$ cat src/rtl/sram_port_arbiter_if.sv
`default_nettype none
// ============================================================================
// Module   : sram_port_arbiter_if
// Purpose  : Requester-side bus of the SRAM port arbiter: two request
//            channels (valid/ready, byte enables, address, write data) and
//            the tagged response returned one cycle after acceptance.
// Revision : 1.0  initial release
// ============================================================================
interface sram_port_arbiter_if #(
    parameter int ADDR_WIDTH = 10
);
    logic [1:0]              req_valid;
    logic [1:0]              req_ready;
    logic [7:0]              req_we;
    logic [2*ADDR_WIDTH-1:0] req_addr;
    logic [63:0]             req_wdata;
    logic [1:0]              rsp_valid;
    logic [31:0]             rsp_rdata;

    // Requester view: drives requests, observes ready and responses
    modport master (
        output req_valid, req_we, req_addr, req_wdata,
        input  req_ready, rsp_valid, rsp_rdata
    );

    // Arbiter view
    modport slave (
        input  req_valid, req_we, req_addr, req_wdata,
        output req_ready, rsp_valid, rsp_rdata
    );
endinterface
`default_nettype wire

$ cat src/rtl/sram_port_arbiter.sv
`default_nettype none
// ============================================================================
// Module   : sram_port_arbiter
// Purpose  : Round-robin sharing of one 32-bit byte-write SRAM port between
//            two requesters, with responses tagged to the issuing requester
//            one cycle after acceptance. When SRAM_ARB_CLEAR_EN is defined a
//            sweep engine can overwrite the whole memory with CLEAR_VALUE,
//            stalling both requesters while it runs.
// Options  : `define SRAM_ARB_CLEAR_EN  -> clear sweep engine present
// Revision : 1.0  initial release
// ============================================================================
module sram_port_arbiter #(
    parameter int          ADDR_WIDTH  = 10,
    parameter logic [31:0] CLEAR_VALUE = 32'h0000_0000
) (
    input  wire logic                  clk,
    input  wire logic                  rst,
    sram_port_arbiter_if.slave         bus,
    input  wire logic                  clear_start,
    output logic                       clear_busy,
    output logic                       clear_done,
    output logic                       mem_en,
    output logic [3:0]                 mem_we,
    output logic [ADDR_WIDTH-1:0]      mem_addr,
    output logic [31:0]                mem_din,
    input  wire logic [31:0]           mem_dout
);

    logic                  r_last_grant;   // 1: requester 1 was granted last
    logic [1:0]            r_rsp_tag;      // one-hot owner of the response in flight
    logic [1:0]            w_grant;
    logic                  w_in_clear;
    logic [ADDR_WIDTH-1:0] w_sweep_addr;

`ifdef SRAM_ARB_CLEAR_EN
    localparam logic [0:0] c_ST_ARB   = 1'b0;
    localparam logic [0:0] c_ST_CLEAR = 1'b1;
    localparam logic [ADDR_WIDTH-1:0] c_CNT_ONE = {{(ADDR_WIDTH-1){1'b0}}, 1'b1};

    logic [0:0]            r_state;
    logic [ADDR_WIDTH-1:0] r_sweep_cnt;
    logic                  r_clear_done;

    // Sweep FSM: start only from ARB, walk every address once, pulse done
    always_ff @(posedge clk or posedge rst) begin
        if (rst) begin
            r_state      <= c_ST_ARB;
            r_sweep_cnt  <= '0;
            r_clear_done <= 1'b0;
        end else begin
            r_clear_done <= 1'b0;
            case (r_state)
                c_ST_ARB: begin
                    if (clear_start) begin
                        r_state <= c_ST_CLEAR;
                    end
                end
                c_ST_CLEAR: begin
                    // Counter naturally wraps to 0 after the last address
                    r_sweep_cnt <= r_sweep_cnt + c_CNT_ONE;
                    if (&r_sweep_cnt) begin
                        r_state      <= c_ST_ARB;
                        r_clear_done <= 1'b1;
                    end
                end
                default: r_state <= c_ST_ARB;
            endcase
        end
    end

    assign w_in_clear   = (r_state == c_ST_CLEAR);
    assign w_sweep_addr = r_sweep_cnt;
    assign clear_busy   = w_in_clear;
    assign clear_done   = r_clear_done;
`else
    logic w_unused_clear_start;

    assign w_unused_clear_start = clear_start;
    assign w_in_clear           = 1'b0;
    assign w_sweep_addr         = '0;
    assign clear_busy           = 1'b0;
    assign clear_done           = 1'b0;
`endif

    // Round-robin grant; reset and the sweep both block acceptance
    always_comb begin
        w_grant = 2'b00;
        if (!w_in_clear && !rst) begin
            case (bus.req_valid)
                2'b01:   w_grant = 2'b01;
                2'b10:   w_grant = 2'b10;
                2'b11:   w_grant = r_last_grant ? 2'b01 : 2'b10;
                default: w_grant = 2'b00;
            endcase
        end
    end

    // SRAM port mux: sweep write, granted requester, or idle (all zero)
    always_comb begin
        mem_en   = 1'b0;
        mem_we   = 4'h0;
        mem_addr = '0;
        mem_din  = 32'h0;
        if (w_in_clear) begin
            mem_en   = 1'b1;
            mem_we   = 4'hF;
            mem_addr = w_sweep_addr;
            mem_din  = CLEAR_VALUE;
        end else if (w_grant[1]) begin
            mem_en   = 1'b1;
            mem_we   = bus.req_we[7:4];
            mem_addr = bus.req_addr[ADDR_WIDTH +: ADDR_WIDTH];
            mem_din  = bus.req_wdata[63:32];
        end else if (w_grant[0]) begin
            mem_en   = 1'b1;
            mem_we   = bus.req_we[3:0];
            mem_addr = bus.req_addr[0 +: ADDR_WIDTH];
            mem_din  = bus.req_wdata[31:0];
        end
    end

    // Fairness pointer and response tag; tag aligns with the SRAM read latency
    always_ff @(posedge clk or posedge rst) begin
        if (rst) begin
            r_last_grant <= 1'b1;
            r_rsp_tag    <= 2'b00;
        end else begin
            r_rsp_tag <= w_grant;
            if (w_grant != 2'b00) begin
                r_last_grant <= w_grant[1];
            end
        end
    end

    assign bus.req_ready = w_grant;
    assign bus.rsp_valid = r_rsp_tag;
    assign bus.rsp_rdata = mem_dout;

endmodule
`default_nettype wire

$ cat src/flat_wrapper.sv
// flat-port wrapper written by rule: the top's interface ports become plain ports
module sram_port_arbiter_flat 
#(
    parameter int          ADDR_WIDTH  = 10,
    parameter logic [31:0] CLEAR_VALUE = 32'h0000_0000
)
  (clk, rst, clear_start, clear_busy, clear_done, mem_en, mem_we, mem_addr, mem_din, mem_dout, bus_req_valid, bus_req_we, bus_req_addr, bus_req_wdata, bus_req_ready, bus_rsp_valid, bus_rsp_rdata);
  sram_port_arbiter_if #(.ADDR_WIDTH(ADDR_WIDTH)) bus_i ();
  input  wire logic clk;
  input  wire logic rst;
  input  wire logic clear_start;
  output logic clear_busy;
  output logic clear_done;
  output logic mem_en;
  output logic [3:0] mem_we;
  output logic [ADDR_WIDTH-1:0] mem_addr;
  output logic [31:0] mem_din;
  input  wire logic [31:0] mem_dout;
  input wire logic [$bits(bus_i.req_valid)-1:0] bus_req_valid;
  input wire logic [$bits(bus_i.req_we)-1:0] bus_req_we;
  input wire logic [$bits(bus_i.req_addr)-1:0] bus_req_addr;
  input wire logic [$bits(bus_i.req_wdata)-1:0] bus_req_wdata;
  output wire logic [$bits(bus_i.req_ready)-1:0] bus_req_ready;
  output wire logic [$bits(bus_i.rsp_valid)-1:0] bus_rsp_valid;
  output wire logic [$bits(bus_i.rsp_rdata)-1:0] bus_rsp_rdata;
  assign bus_i.req_valid = bus_req_valid;
  assign bus_i.req_we = bus_req_we;
  assign bus_i.req_addr = bus_req_addr;
  assign bus_i.req_wdata = bus_req_wdata;
  assign bus_req_ready = bus_i.req_ready;
  assign bus_rsp_valid = bus_i.rsp_valid;
  assign bus_rsp_rdata = bus_i.rsp_rdata;
  sram_port_arbiter #(.ADDR_WIDTH(ADDR_WIDTH), .CLEAR_VALUE(CLEAR_VALUE)) u_core (.clk(clk), .rst(rst), .bus(bus_i), .clear_start(clear_start), .clear_busy(clear_busy), .clear_done(clear_done), .mem_en(mem_en), .mem_we(mem_we), .mem_addr(mem_addr), .mem_din(mem_din), .mem_dout(mem_dout));
endmodule
$ cat config.mk
export PLATFORM = sky130hd
export DESIGN_NAME = sram_port_arbiter_flat
export DESIGN_NICKNAME = d
export VERILOG_FILES = /design/src/rtl/sram_port_arbiter_if.sv /design/src/rtl/sram_port_arbiter.sv /design/src/flat_wrapper.sv
export SDC_FILE = /design/constraint.sdc
export NUM_CORES = 1
export LEC_CHECK = 0
export ABC_AREA = 1
export CORE_AREA = 2 2 84 86
export DETAILED_ROUTE_END_ITERATION = 10
export DIE_AREA = 0 0 86 88
export HOLD_SLACK_MARGIN = 0.12
export PLACE_DENSITY = 0.73
export SLEW_MARGIN = 20
export SYNTH_ARGS = -nofsm -noshare
export SYNTH_HDL_FRONTEND = slang
export SYNTH_SLANG_ARGS = --single-unit
$ cat constraint.sdc
create_clock -name clk -period 1.2 [get_ports clk]
set_input_delay 0.12 -clock clk [delete_from_list [all_inputs] [get_ports clk]]
set_output_delay 0.12 -clock clk [all_outputs]
set_load 0.01 [all_outputs]
==> impl_metrics.env <==
export IMPL_status="finished, violations left"
export IMPL_violations="setup timing"
export IMPL_port_buffers=146
export IMPL_dp_cells=391
export IMPL_critPathArrivalTime_ns=1.49
export IMPL_yosysTopAreaCell="buf_4"
export IMPL_r2r_end="u_core.r_last_grant"
export IMPL_antenna_found_initial=0
export IMPL_grt_max_degree=28
export IMPL_synth_seq_area_share_pct=6.08
export IMPL_crit_required_ns=1.08
export IMPL_synth_distinct_cells=14
export IMPL_worstPathMaxFanout=5
export IMPL_syn_inst=213
export IMPL_wl_met1_um=2410
export IMPL_slew_violations=0
export IMPL_syn2layout_area_growth_pct=123
export IMPL_dr_wl_met2_um=3610
export IMPL_holdBufCountCts=0
export IMPL_stdcell_count=411
export IMPL_r2r_cells=5
export IMPL_yosys_register_bits=3
export IMPL_layout_min_cycle_time_ns=1.61
export IMPL_ant_nets=0
export IMPL_cts_tree="built"
export IMPL_path_clk_slew_ns=0.03
export IMPL_die_x_um=86
export IMPL_die_height_um=88
export IMPL_setup_slack_ns=-0.408
export IMPL_diodes=0
export IMPL_cts_buffers=3
export IMPL_drt_pass1_iter_count=4
export IMPL_drv_cap=0
export IMPL_fin_nets=461
export IMPL_met3_length_um=621
export IMPL_dp_hpwl_um=4220
export IMPL_clk_latency_ns=0.22
export IMPL_drc=0
export IMPL_root_buffer="clkbuf_8"
export IMPL_clock_path_buffers=2
export IMPL_yosys_top_cells_area="buf_4 (25%), nand4_1 (23%), nand3_1 (19%), nand2_1 (15%), buf_6 (5.4%)"
export IMPL_final_core_util_pct=42.2
export IMPL_routed_top_layer="met4"
export IMPL_start_util_pct=18.9
export IMPL_globalplace_congestion=0.677
export IMPL_synth_avg_cell_area_um2=5.90
export IMPL_holdCritStartpoint="mem_dout[11]"
export IMPL_max_freq_ghz=0.622
export IMPL_ff2ff_setup_slack_ns=0.03
export IMPL_hold_path_cell_count=0
export IMPL_io_pins=214
export IMPL_htreeDepth=1
export IMPL_peakVddDrop_mv=0.307
export IMPL_grt_first_pass_wirelength_um=9310
export IMPL_syn_cell_area_mm2=0.00126
export IMPL_crit_type="register to output pin"
export IMPL_ys_warnings_count=0
export IMPL_grt_pass1_vias=1874
export IMPL_coreArea_mm2=0.00664
export IMPL_synth_top_area_share_pct=25.1
export IMPL_gr_total_overflow=0
export IMPL_finalHoldViolations=0
export IMPL_layout_drive_gt1_share_pct=29.6
export IMPL_r2r_start="u_core.r_last_grant"
export IMPL_grt_use_total_pct=15.8
export IMPL_clock_sinks=3
export IMPL_whs_endpoint="bus_rsp_rdata[11]"
export IMPL_final_common_cell="clkdlybuf4s50_1"
export IMPL_drt_iter0_drc=75
export IMPL_power_total_uw=1670
export IMPL_rows=30
export IMPL_rsz0062_at_grt="true"
export IMPL_dieArea_mm2=0.00757
export IMPL_pwr_density_cell_mw_per_mm2=596
export IMPL_drt_wirelength_per_cell_um=16.6
export IMPL_tns_ns=-17.07
export IMPL_fin_skew_ns=0.0000309
export IMPL_vias=2027
export IMPL_vias_per_cell=4.93
export IMPL_finalCritPeriodShare_pct=134
export IMPL_worst_setup_path_start_kind="register"
export IMPL_setup_viol=49
export IMPL_routed_wl_um=6840
export IMPL_min_path_type="input port to output pin"
export IMPL_layout_common_cells="clkdlybuf4s50_1 (93), nand2_1 (47), nand4_1 (46), buf_2 (44), nand3_1 (37)"
export IMPL_p_leak_uw=0.00140
export IMPL_end_kind="output pin"
-- final cells by class --
class	instances	area (um2)
fillers	709	3840
multi-input cells	147	818
clock buffers	4	45.0
well taps	80	100
inverters	5	18.8
repair buffers	172	1740
flip-flops and latches	3	76.3
-- per-stage QoR --
stage	hold slack (ns)	setup slack, ns	instance area, um2
finish	0.240	-0.408	2800
global route	0.240	-0.471	2800
detailed placement	0.240	-0.648	2560
global placement	0.240	-0.654	2560
floorplan	0.00158	0.0263	1260
CTS	0.240	-0.446	2710
-- routing by layer --
layer  vias up  GRT usage [%]
li1        960              -
met1       935           15.1
met2       110           32.1
met3        22           3.39
met4         0           6.49
met5         -              0
-- Yosys cell counts --
cell       n
dfstp_2    1
buf_6      6
inv_2      1
nand2_1   50
conb_1     1
buf_4     42
nand4_1   46
dfrtp_1    2
inv_1      4
buf_2      9
o21ai_0    1
nor2_2     1
nand3_1   47
clkbuf_1   2
-- how the worst max path moves through the flow --
stage	start	cells past startpoint	end
floorplan	u_core.r_last_grant	6	mem_din[10]
global placement	bus_req_valid[0]	7	mem_we[3]
detailed placement	rst	6	mem_we[3]
CTS	u_core.r_last_grant	7	mem_din[3]
global route	u_core.r_last_grant	8	mem_din[16]
finish	u_core.r_last_grant	8	mem_din[3]
-- kinds of logic (layout without fill, tap and decap cells) --
family | after synthesis | in the layout | synth area share, %
other | 1 | 2 | 0.299
and+or+nand+nor | 144 | 144 | 57.1
buffers and inverters | 64 | 181 | 36.2
DFF | 3 | 3 | 6.08
AOI/OAI and AO/OA | 1 | 1 | 0.398
-- critical path, stage by stage (launching register included) --
cell     delay, ns
dfstp_2       0.54
inv_2         0.06
nand2_4       0.09
buf_12        0.13
buf_12        0.10
buf_16        0.10
nand3_1       0.07
nand2_1       0.06
buf_2         0.12
-- registers in the layout, indices dropped and copies added, names as in the netlist --
name                  count
u_core.bus.rsp_valid      2
u_core.r_last_grant       1
-- power breakdown --
group	internal (uW)	switching (uW)	leakage, uW
combinational	724	531	0.00134
sequential	115	6.26	0.0000369
clock	227	66.9	0.0000228
total	1070	604	0.00140
-- timing repair --
item / CTS / global route
pin swaps: 11 / 10
gates resized for setup: 219 / 17
buffers inserted: 6 / 2
gates cloned: 7 / 3
setup endpoints to repair: 50 / 50
Note: power is estimated with default switching activity, not from simulation.
